`config.mk`:
```
export PLATFORM = sky130hd
export DESIGN_NAME = fetch_buffer
export DESIGN_NICKNAME = d
export VERILOG_FILES = /design/src/rtl/fetch_pkg.sv /design/src/rtl/fetch_buffer.sv
export SDC_FILE = /design/constraint.sdc
export NUM_CORES = 1
export LEC_CHECK = 0
export CAP_MARGIN = 30
export CORE_MARGIN = 3
export CORE_UTILIZATION = 59
export CTS_CLUSTER_DIAMETER = 120
export CTS_CLUSTER_SIZE = 10
export DETAILED_ROUTE_END_ITERATION = 8
export GPL_ROUTABILITY_DRIVEN = 1
export PLACE_DENSITY = 0.94
export SYNTH_ARGS = -nofsm -noshare
export SYNTH_HDL_FRONTEND = slang
export SYNTH_SLANG_ARGS = --single-unit
export TNS_END_PERCENT = 30
```
`constraint.sdc`:
```
create_clock -name clock -period 5.8 [get_ports clock]
set_clock_uncertainty 0.2 [all_clocks]
set_input_delay 1.45 -clock clock [delete_from_list [all_inputs] [get_ports clock]]
set_output_delay 1.45 -clock clock [all_outputs]
set_load 0.005 [all_outputs]
```
`src/rtl/fetch_pkg.sv`:
```
// Shared constants and entry type for the instruction fetch buffer.
// An entry pairs the fetch address (PC) with the instruction word read from it.
package fetch_pkg;

  localparam int DEFAULT_DEPTH = 4;
  localparam int WORD_WIDTH    = 32;

  typedef struct packed {
    logic [WORD_WIDTH-1:0] addr;
    logic [WORD_WIDTH-1:0] instr;
  } fetch_entry_t;

endpackage

```
`src/rtl/fetch_buffer.sv`:
```
// First-word fall-through queue of {address, instruction} pairs between fetch and decode.
// Flush drops everything on a redirect; reset has priority over flush, push and pop.
import fetch_pkg::*;

module fetch_buffer #(
  parameter int DEPTH = DEFAULT_DEPTH,
  parameter int WIDTH = WORD_WIDTH
) (
  input  logic                     clock,
  input  logic                     reset,
  input  logic                     in_valid,
  output logic                     in_ready,
  input  logic [WIDTH-1:0]         in_addr,
  input  logic [WIDTH-1:0]         in_instr,
  input  logic                     flush,
  output logic                     out_valid,
  input  logic                     out_ready,
  output logic [WIDTH-1:0]         out_addr,
  output logic [WIDTH-1:0]         out_instr,
  output logic [$clog2(DEPTH):0]   count
);

  localparam int PTR_W = $clog2(DEPTH);
  localparam int CNT_W = PTR_W + 1;

  logic [PTR_W-1:0] wr_ptr_reg, wr_ptr_next;
  logic [PTR_W-1:0] rd_ptr_reg, rd_ptr_next;
  logic [CNT_W-1:0] count_reg, count_next;
  logic             push, pop;

  // Payload storage carries no reset; only pointers and count define validity.
  fetch_entry_t mem [DEPTH];
  fetch_entry_t wr_entry;
  fetch_entry_t head;

  // No bypass: a full buffer refuses a push even if the head leaves this cycle.
  assign in_ready  = (count_reg < CNT_W'(DEPTH)) && !reset;
  assign out_valid = (count_reg != '0) && !reset;
  assign count     = count_reg;

  assign push = in_valid && in_ready;
  assign pop  = out_valid && out_ready;

  assign wr_entry.addr  = WORD_WIDTH'(in_addr);
  assign wr_entry.instr = WORD_WIDTH'(in_instr);

  always_comb begin
    wr_ptr_next = wr_ptr_reg;
    rd_ptr_next = rd_ptr_reg;
    count_next  = count_reg;
    if (flush) begin
      wr_ptr_next = '0;
      rd_ptr_next = '0;
      count_next  = '0;
    end else begin
      if (push) wr_ptr_next = wr_ptr_reg + PTR_W'(1);
      if (pop)  rd_ptr_next = rd_ptr_reg + PTR_W'(1);
      count_next = count_reg + CNT_W'(push) - CNT_W'(pop);
    end
  end

  always_ff @(posedge clock) begin
    if (reset) begin
      wr_ptr_reg <= '0;
      rd_ptr_reg <= '0;
      count_reg  <= '0;
    end else begin
      wr_ptr_reg <= wr_ptr_next;
      rd_ptr_reg <= rd_ptr_next;
      count_reg  <= count_next;
    end
  end

  always_ff @(posedge clock) begin
    if (push && !flush) mem[wr_ptr_reg] <= wr_entry;
  end

  // Head is read combinationally so decode sees it the cycle after the push.
  assign head      = mem[rd_ptr_reg];
  assign out_addr  = out_valid ? WIDTH'(head.addr)  : '0;
  assign out_instr = out_valid ? WIDTH'(head.instr) : '0;

endmodule

```
Yosys cells after proc, flatten, opt, wreduce, memory -nomap -nowiden:

Memories as Yosys holds them, arrays and structs flattened. A register that Yosys moved wholly into a read port is not among the register bits.
Cells that the tools add are included.

* bits in registers: 7
* memory bits (writable): 256
* output and inout bits: 69
* logic and storage cells: 24
* memories: 1

Memories
* mem: depth 4, bits a word 64, read ports 1, clocked after Yosys merged registers in 1, write ports 1, RTL line fetch_buffer.sv:32 `fetch_entry_t mem [DEPTH];`

* $add $sub $neg: 4
* $lt $le $gt $ge: 1
* multiplexer cells: 6
* reduce and logical (&&, ||, !) cells: 9

Operators with widths (number)
* two-way mux 32 bit: 2
* logical AND 1 bit: 5
* adder 2 x 1 -> 2 bit (second input constant): 2
* two-way mux 2 bit: 2
* adder 3 x 1 -> 3 bit: 1
* less-than comparator 3 bit (second input constant): 1
* nonzero test 3 bit: 1
* subtractor 3 x 1 -> 3 bit: 1
* logical NOT 1 bit: 2
* two-way mux 1 bit: 2
* OR reduction 2 bit: 1

Depth between registers and ports, before layout:

* depth in word-level cells: 6
* mapped depth: 10

Worst setup path before layout:

Ideal clock, no wire load.

* path kind: input to register
* from: input reset
* to: memory mem[0][0] (netlist name) (enable)
* setup time: 0.429 ns
* arrival: 3.727 ns
* setup slack: 1.444 ns
* stages: 4
* cells stage by stage: buf_6 or3b_2 nor2_1 and2_1

* longest elaborated chain between the ends: 6

Ends and longest elaborated chain
* start, declared: RTL line fetch_buffer.sv:10 `input logic reset,`
* logical NOT 1 bit: RTL line fetch_buffer.sv:37 `assign in_ready = (count_reg < CNT_W'(DEPTH)) && !reset;`
* logical AND 1 bit: RTL line fetch_buffer.sv:37
* logical AND 1 bit: RTL line fetch_buffer.sv:41 `assign push = in_valid && in_ready;`
* logical AND 1 bit: RTL line fetch_buffer.sv:75 `if (push && !flush) mem[wr_ptr_reg] <= wr_entry;`
* two-way mux 1 bit: RTL line fetch_buffer.sv:75
* two-way mux 1 bit (not written as such): RTL line fetch_buffer.sv:75
* end, declared: RTL line fetch_buffer.sv:32

No other way between the ends.

Final worst setup path:

* from: input reset
* to: output out_addr[17]

* longest elaborated chain between the ends: 3

Ends and longest elaborated chain
* logical NOT 1 bit: RTL line fetch_buffer.sv:38 `assign out_valid = (count_reg != '0) && !reset;`
* logical AND 1 bit: RTL line fetch_buffer.sv:38
* two-way mux 32 bit: RTL line fetch_buffer.sv:80 `assign out_addr = out_valid ? WIDTH'(head.addr) : '0;`
* end, declared: RTL line fetch_buffer.sv:18 `output logic [WIDTH-1:0] out_addr,`

No other way between the ends.

==> run_results.csv <==
group,metric,value,unit
timing,setup-tns-final,0,ns
timing,timing_hold_violations_final,0,
critical_path,worst-endpoint-required,4.15,ns
synth,ys_seq_elements,265,
floorplan,design.portCount,138,
detailed_routing,drt_wl_total,19.4,mm
detailed_routing,routed_via_density,5.79,
critical_path,worst_path_arrival_time,3.55,ns
clock_tree,post-cts-setup-buffers,0,
flow_run,timing.max_cap.violations,0,
detailed_routing,drtIter0Drc,442,
synth,post_synth_num_cell_types,23,
critical_path,critical_path.endpoint_type,"primary output",
clock_tree,tritoncts,"yes",
synth,synth.most_common_cell,"sky130_fd_sc_hd__edfxtp_1",
synth,netlist.top_cell.by_area,"sky130_fd_sc_hd__edfxtp_1",
detailed_routing,drtAntennaViolNets,0,
clock_tree,cts_buffers,30,
global_route,antenna_found_initial,0,
clock_tree,worst_skew_pair.late_latency,0.52,ns
floorplan,initial_core_util,60.7,%
global_route,grt_first_pass_wirelength,30.1,mm
floorplan,fp.dieArea,18900,um^2
power_and_ir_drop,power.switching,0.741,mW
floorplan,core.rowCount,47,
critical_path,crit_path_start_kind,"primary input",
timing,rel_slew_slack,37.4,%
global_route,grt_pass1_vias,5413,
layout,synthToLayoutAreaGrowth,24.8,%
run_status,run_status,"finished, final reports clean",
timing,worst_slew_pin_slew,0.938,ns
synth,synthesis.nets,533,
power_and_ir_drop,powerDensity,311,nW/um^2
placed_design,gpl.final_weighted_congestion,0.836,
power_and_ir_drop,seqPwrFrac,54.0,%
placed_design,detailed_place_hpwl,10.7,mm
timing,fin_crit_sh,89.6,%
hold_path,hp_start,"wr_ptr_reg[1]",
synth,yosys_warnings,0,
clock_tree,cts.htree.levels,1,
layout,finalNetCount,687,
clock_tree,max-clock-path-buffers,3,
clock_tree,ctsRootBufferMaster,"sky130_fd_sc_hd__clkbuf_16",
critical_path,r2r-start,"count[1]",
floorplan,die_h,137,um
detailed_routing,drt-pass1-iter-count,4,
power_and_ir_drop,leakagePower,4.02,nW
clock_tree,ctsResizeCount,0,
synth,synth-edff-count,256,
power_and_ir_drop,max-vdd-ir-drop,240,uV
critical_path,setup.worst_path.class,"in -> out",
hold_path,hold_class,"reg -> reg",
critical_path,timing.critical_path.fanout_max,33,
layout,antenna_cells,0,
global_route,grt_overflow,0,
detailed_routing,wire_per_inst,22.6,um
clock_tree,cts.sinks,265,
synth,syn-instance-count,457,
timing,slew_viol_final,0,
timing,max_clock_freq,0.192,GHz
detailed_routing,via_count,4953,
power_and_ir_drop,power.clock.fraction,42.0,%
clock_tree,postCtsHoldBufs,0,
power_and_ir_drop,internal_power,3.21,mW
layout,drive_above_1_share,17.3,%
critical_path,critical_path.startpoint,"reset",
detailed_routing,post_detailed_route_drc_marker_count,0,
synth,yosys-top-cells-count,"256 x sky130_fd_sc_hd__edfxtp_1, 70 x sky130_fd_sc_hd__and2_1, 63 x sky130_fd_sc_hd__mux4_2, 12 x sky130_fd_sc_hd__buf_2, 9 x sky130_fd_sc_hd__dfxtp_1",
layout,instances_no_fill,855,
timing,finalCriticalPeriod,5.20,ns
timing,rsz0062_at_grt,"false",
synth,synth_top_area_share,75.5,%
synth,postSynth.topFlopCell,"sky130_fd_sc_hd__edfxtp_1",
global_route,grt_max_degree,65,
clock_tree,clk_pin_slew_worst_paths,0.05,ns
synth,synthesis.area_per_instance,22.3,um^2
floorplan,die_width,137,um
placed_design,port_buffers,137,
synth,synthArstFlopShare,0,%
power_and_ir_drop,power_switching_share,18.8,%
timing,final-setup-viol-count,0,
synth,synth_area,10200,um^2
synth,synth.area.top_cells,"sky130_fd_sc_hd__edfxtp_1 76%, sky130_fd_sc_hd__mux4_2 14%, sky130_fd_sc_hd__and2_1 4.3%",
placed_design,dp.cells,795,
synth,yosysSeqAreaShare,77.3,%
layout,largest_reg_flops,256,
power_and_ir_drop,pwr-share-comb,4.0,%
floorplan,core_area,16800,um^2
global_route,grt.total_usage,21.0,%
-- per-layer routing --
| layer | vias up | track usage [%] | share of wire (%) |
|---|---|---|---|
| met5 | - | 0 | 0 |
| met4 | 0 | 5.27 | 1.9 |
| met3 | 34 | 4.13 | 6.8 |
| met2 | 188 | 36.2 | 52 |
| met1 | 2560 | 28.2 | 39 |
| li1 | 2171 | - | - |
-- power groups by stage --
| stage | combinational, mW | clock, mW | sequential [mW] |
|---|---|---|---|
| floorplan | 0.0525 | 0 | 2.17 |
| global placement | 0.146 | 0 | 2.17 |
| detailed placement | 0.154 | 0 | 2.17 |
| CTS | 0.157 | 1.69 | 2.13 |
| global route | 0.171 | 1.76 | 2.13 |
| finish | 0.159 | 1.66 | 2.13 |
-- final cells by class --
type / instances / area [um^2]
flip-flops and latches: 265 / 7880
clock inverters: 1 / 7.51
inverters: 7 / 26.3
fillers: 908 / 4060
well taps: 220 / 275
clock buffers: 55 / 866
multi-input cells: 163 / 2130
repair buffers: 144 / 1520
-- cell families (layout without fill, tap and decap cells) --
logic type	after synthesis	in the layout	synth area share [%]
AND/OR/NAND/NOR	83	83	4.97
flip-flops	265	265	77.3
AO/OA/AOI/OAI	4	4	0.320
multiplexers	65	65	14.3
adder cells (fa/ha/maj)	7	7	0.934
buffers and inverters	29	207	1.86
XOR/XNOR	4	4	0.344
-- cells in the final DEF (no fill, tap or decap) --
master	synthesis	layout
sky130_fd_sc_hd__buf_12	0	1
sky130_fd_sc_hd__buf_16	0	4
sky130_fd_sc_hd__and2_1	70	66
sky130_fd_sc_hd__nor3_1	5	5
sky130_fd_sc_hd__clkbuf_16	0	31
sky130_fd_sc_hd__clkdlybuf4s50_1	0	137
sky130_fd_sc_hd__or2_1	1	1
sky130_fd_sc_hd__dfxtp_4	0	2
sky130_fd_sc_hd__or3_1	1	1
sky130_fd_sc_hd__edfxtp_1	256	256
sky130_fd_sc_hd__ha_1	6	6
sky130_fd_sc_hd__inv_1	7	6
sky130_fd_sc_hd__mux4_1	1	1
sky130_fd_sc_hd__xnor2_1	3	3
sky130_fd_sc_hd__clkinvlp_4	0	1
sky130_fd_sc_hd__mux4_2	63	63
sky130_fd_sc_hd__inv_2	0	1
sky130_fd_sc_hd__o311ai_0	2	2
sky130_fd_sc_hd__fa_1	1	1
sky130_fd_sc_hd__nor2b_1	1	1
sky130_fd_sc_hd__o31ai_1	2	2
sky130_fd_sc_hd__clkbuf_1	0	24
sky130_fd_sc_hd__mux2i_1	1	1
sky130_fd_sc_hd__and2_4	0	4
sky130_fd_sc_hd__buf_4	1	2
sky130_fd_sc_hd__nor2_1	4	4
sky130_fd_sc_hd__xor2_1	1	1
sky130_fd_sc_hd__or3b_2	1	1
sky130_fd_sc_hd__dfxtp_1	9	7
-- critical path, stage by stage --
cell and delay (ns):
sky130_fd_sc_hd__clkdlybuf4s50_1 0.56, sky130_fd_sc_hd__or2_1 0.36, sky130_fd_sc_hd__inv_2 0.08, sky130_fd_sc_hd__buf_4 0.33
sky130_fd_sc_hd__and2_1 0.23, sky130_fd_sc_hd__clkdlybuf4s50_1 0.51
-- worst paths after layout --
check        slack [ns]  cells past startpoint       endpoint
min reg2reg        0.41                      2  wr_ptr_reg[1]
max reg2reg        3.21                     10       count[2]
min                0.41                      2  wr_ptr_reg[1]
max                0.60                      6   out_addr[17]
-- metrics by stage --
stage          worst slack [ns]  power (mW)  utilization (%)  cell area, um^2  hold slack (ns)
2_1_floorplan              1.44        2.22                -            10200            0.313
3_3_place_gp              0.729        2.31             69.9            11700            0.325
3_5_place_dp              0.634        2.32             69.9            11700            0.365
4_1_cts                   0.586        3.98             75.1            12600            0.404
5_1_grt                   0.449        4.07             75.8            12700            0.429
6_report                  0.602        3.95             75.8            12700            0.409
Note: power is estimated with default switching activity, not from simulation.
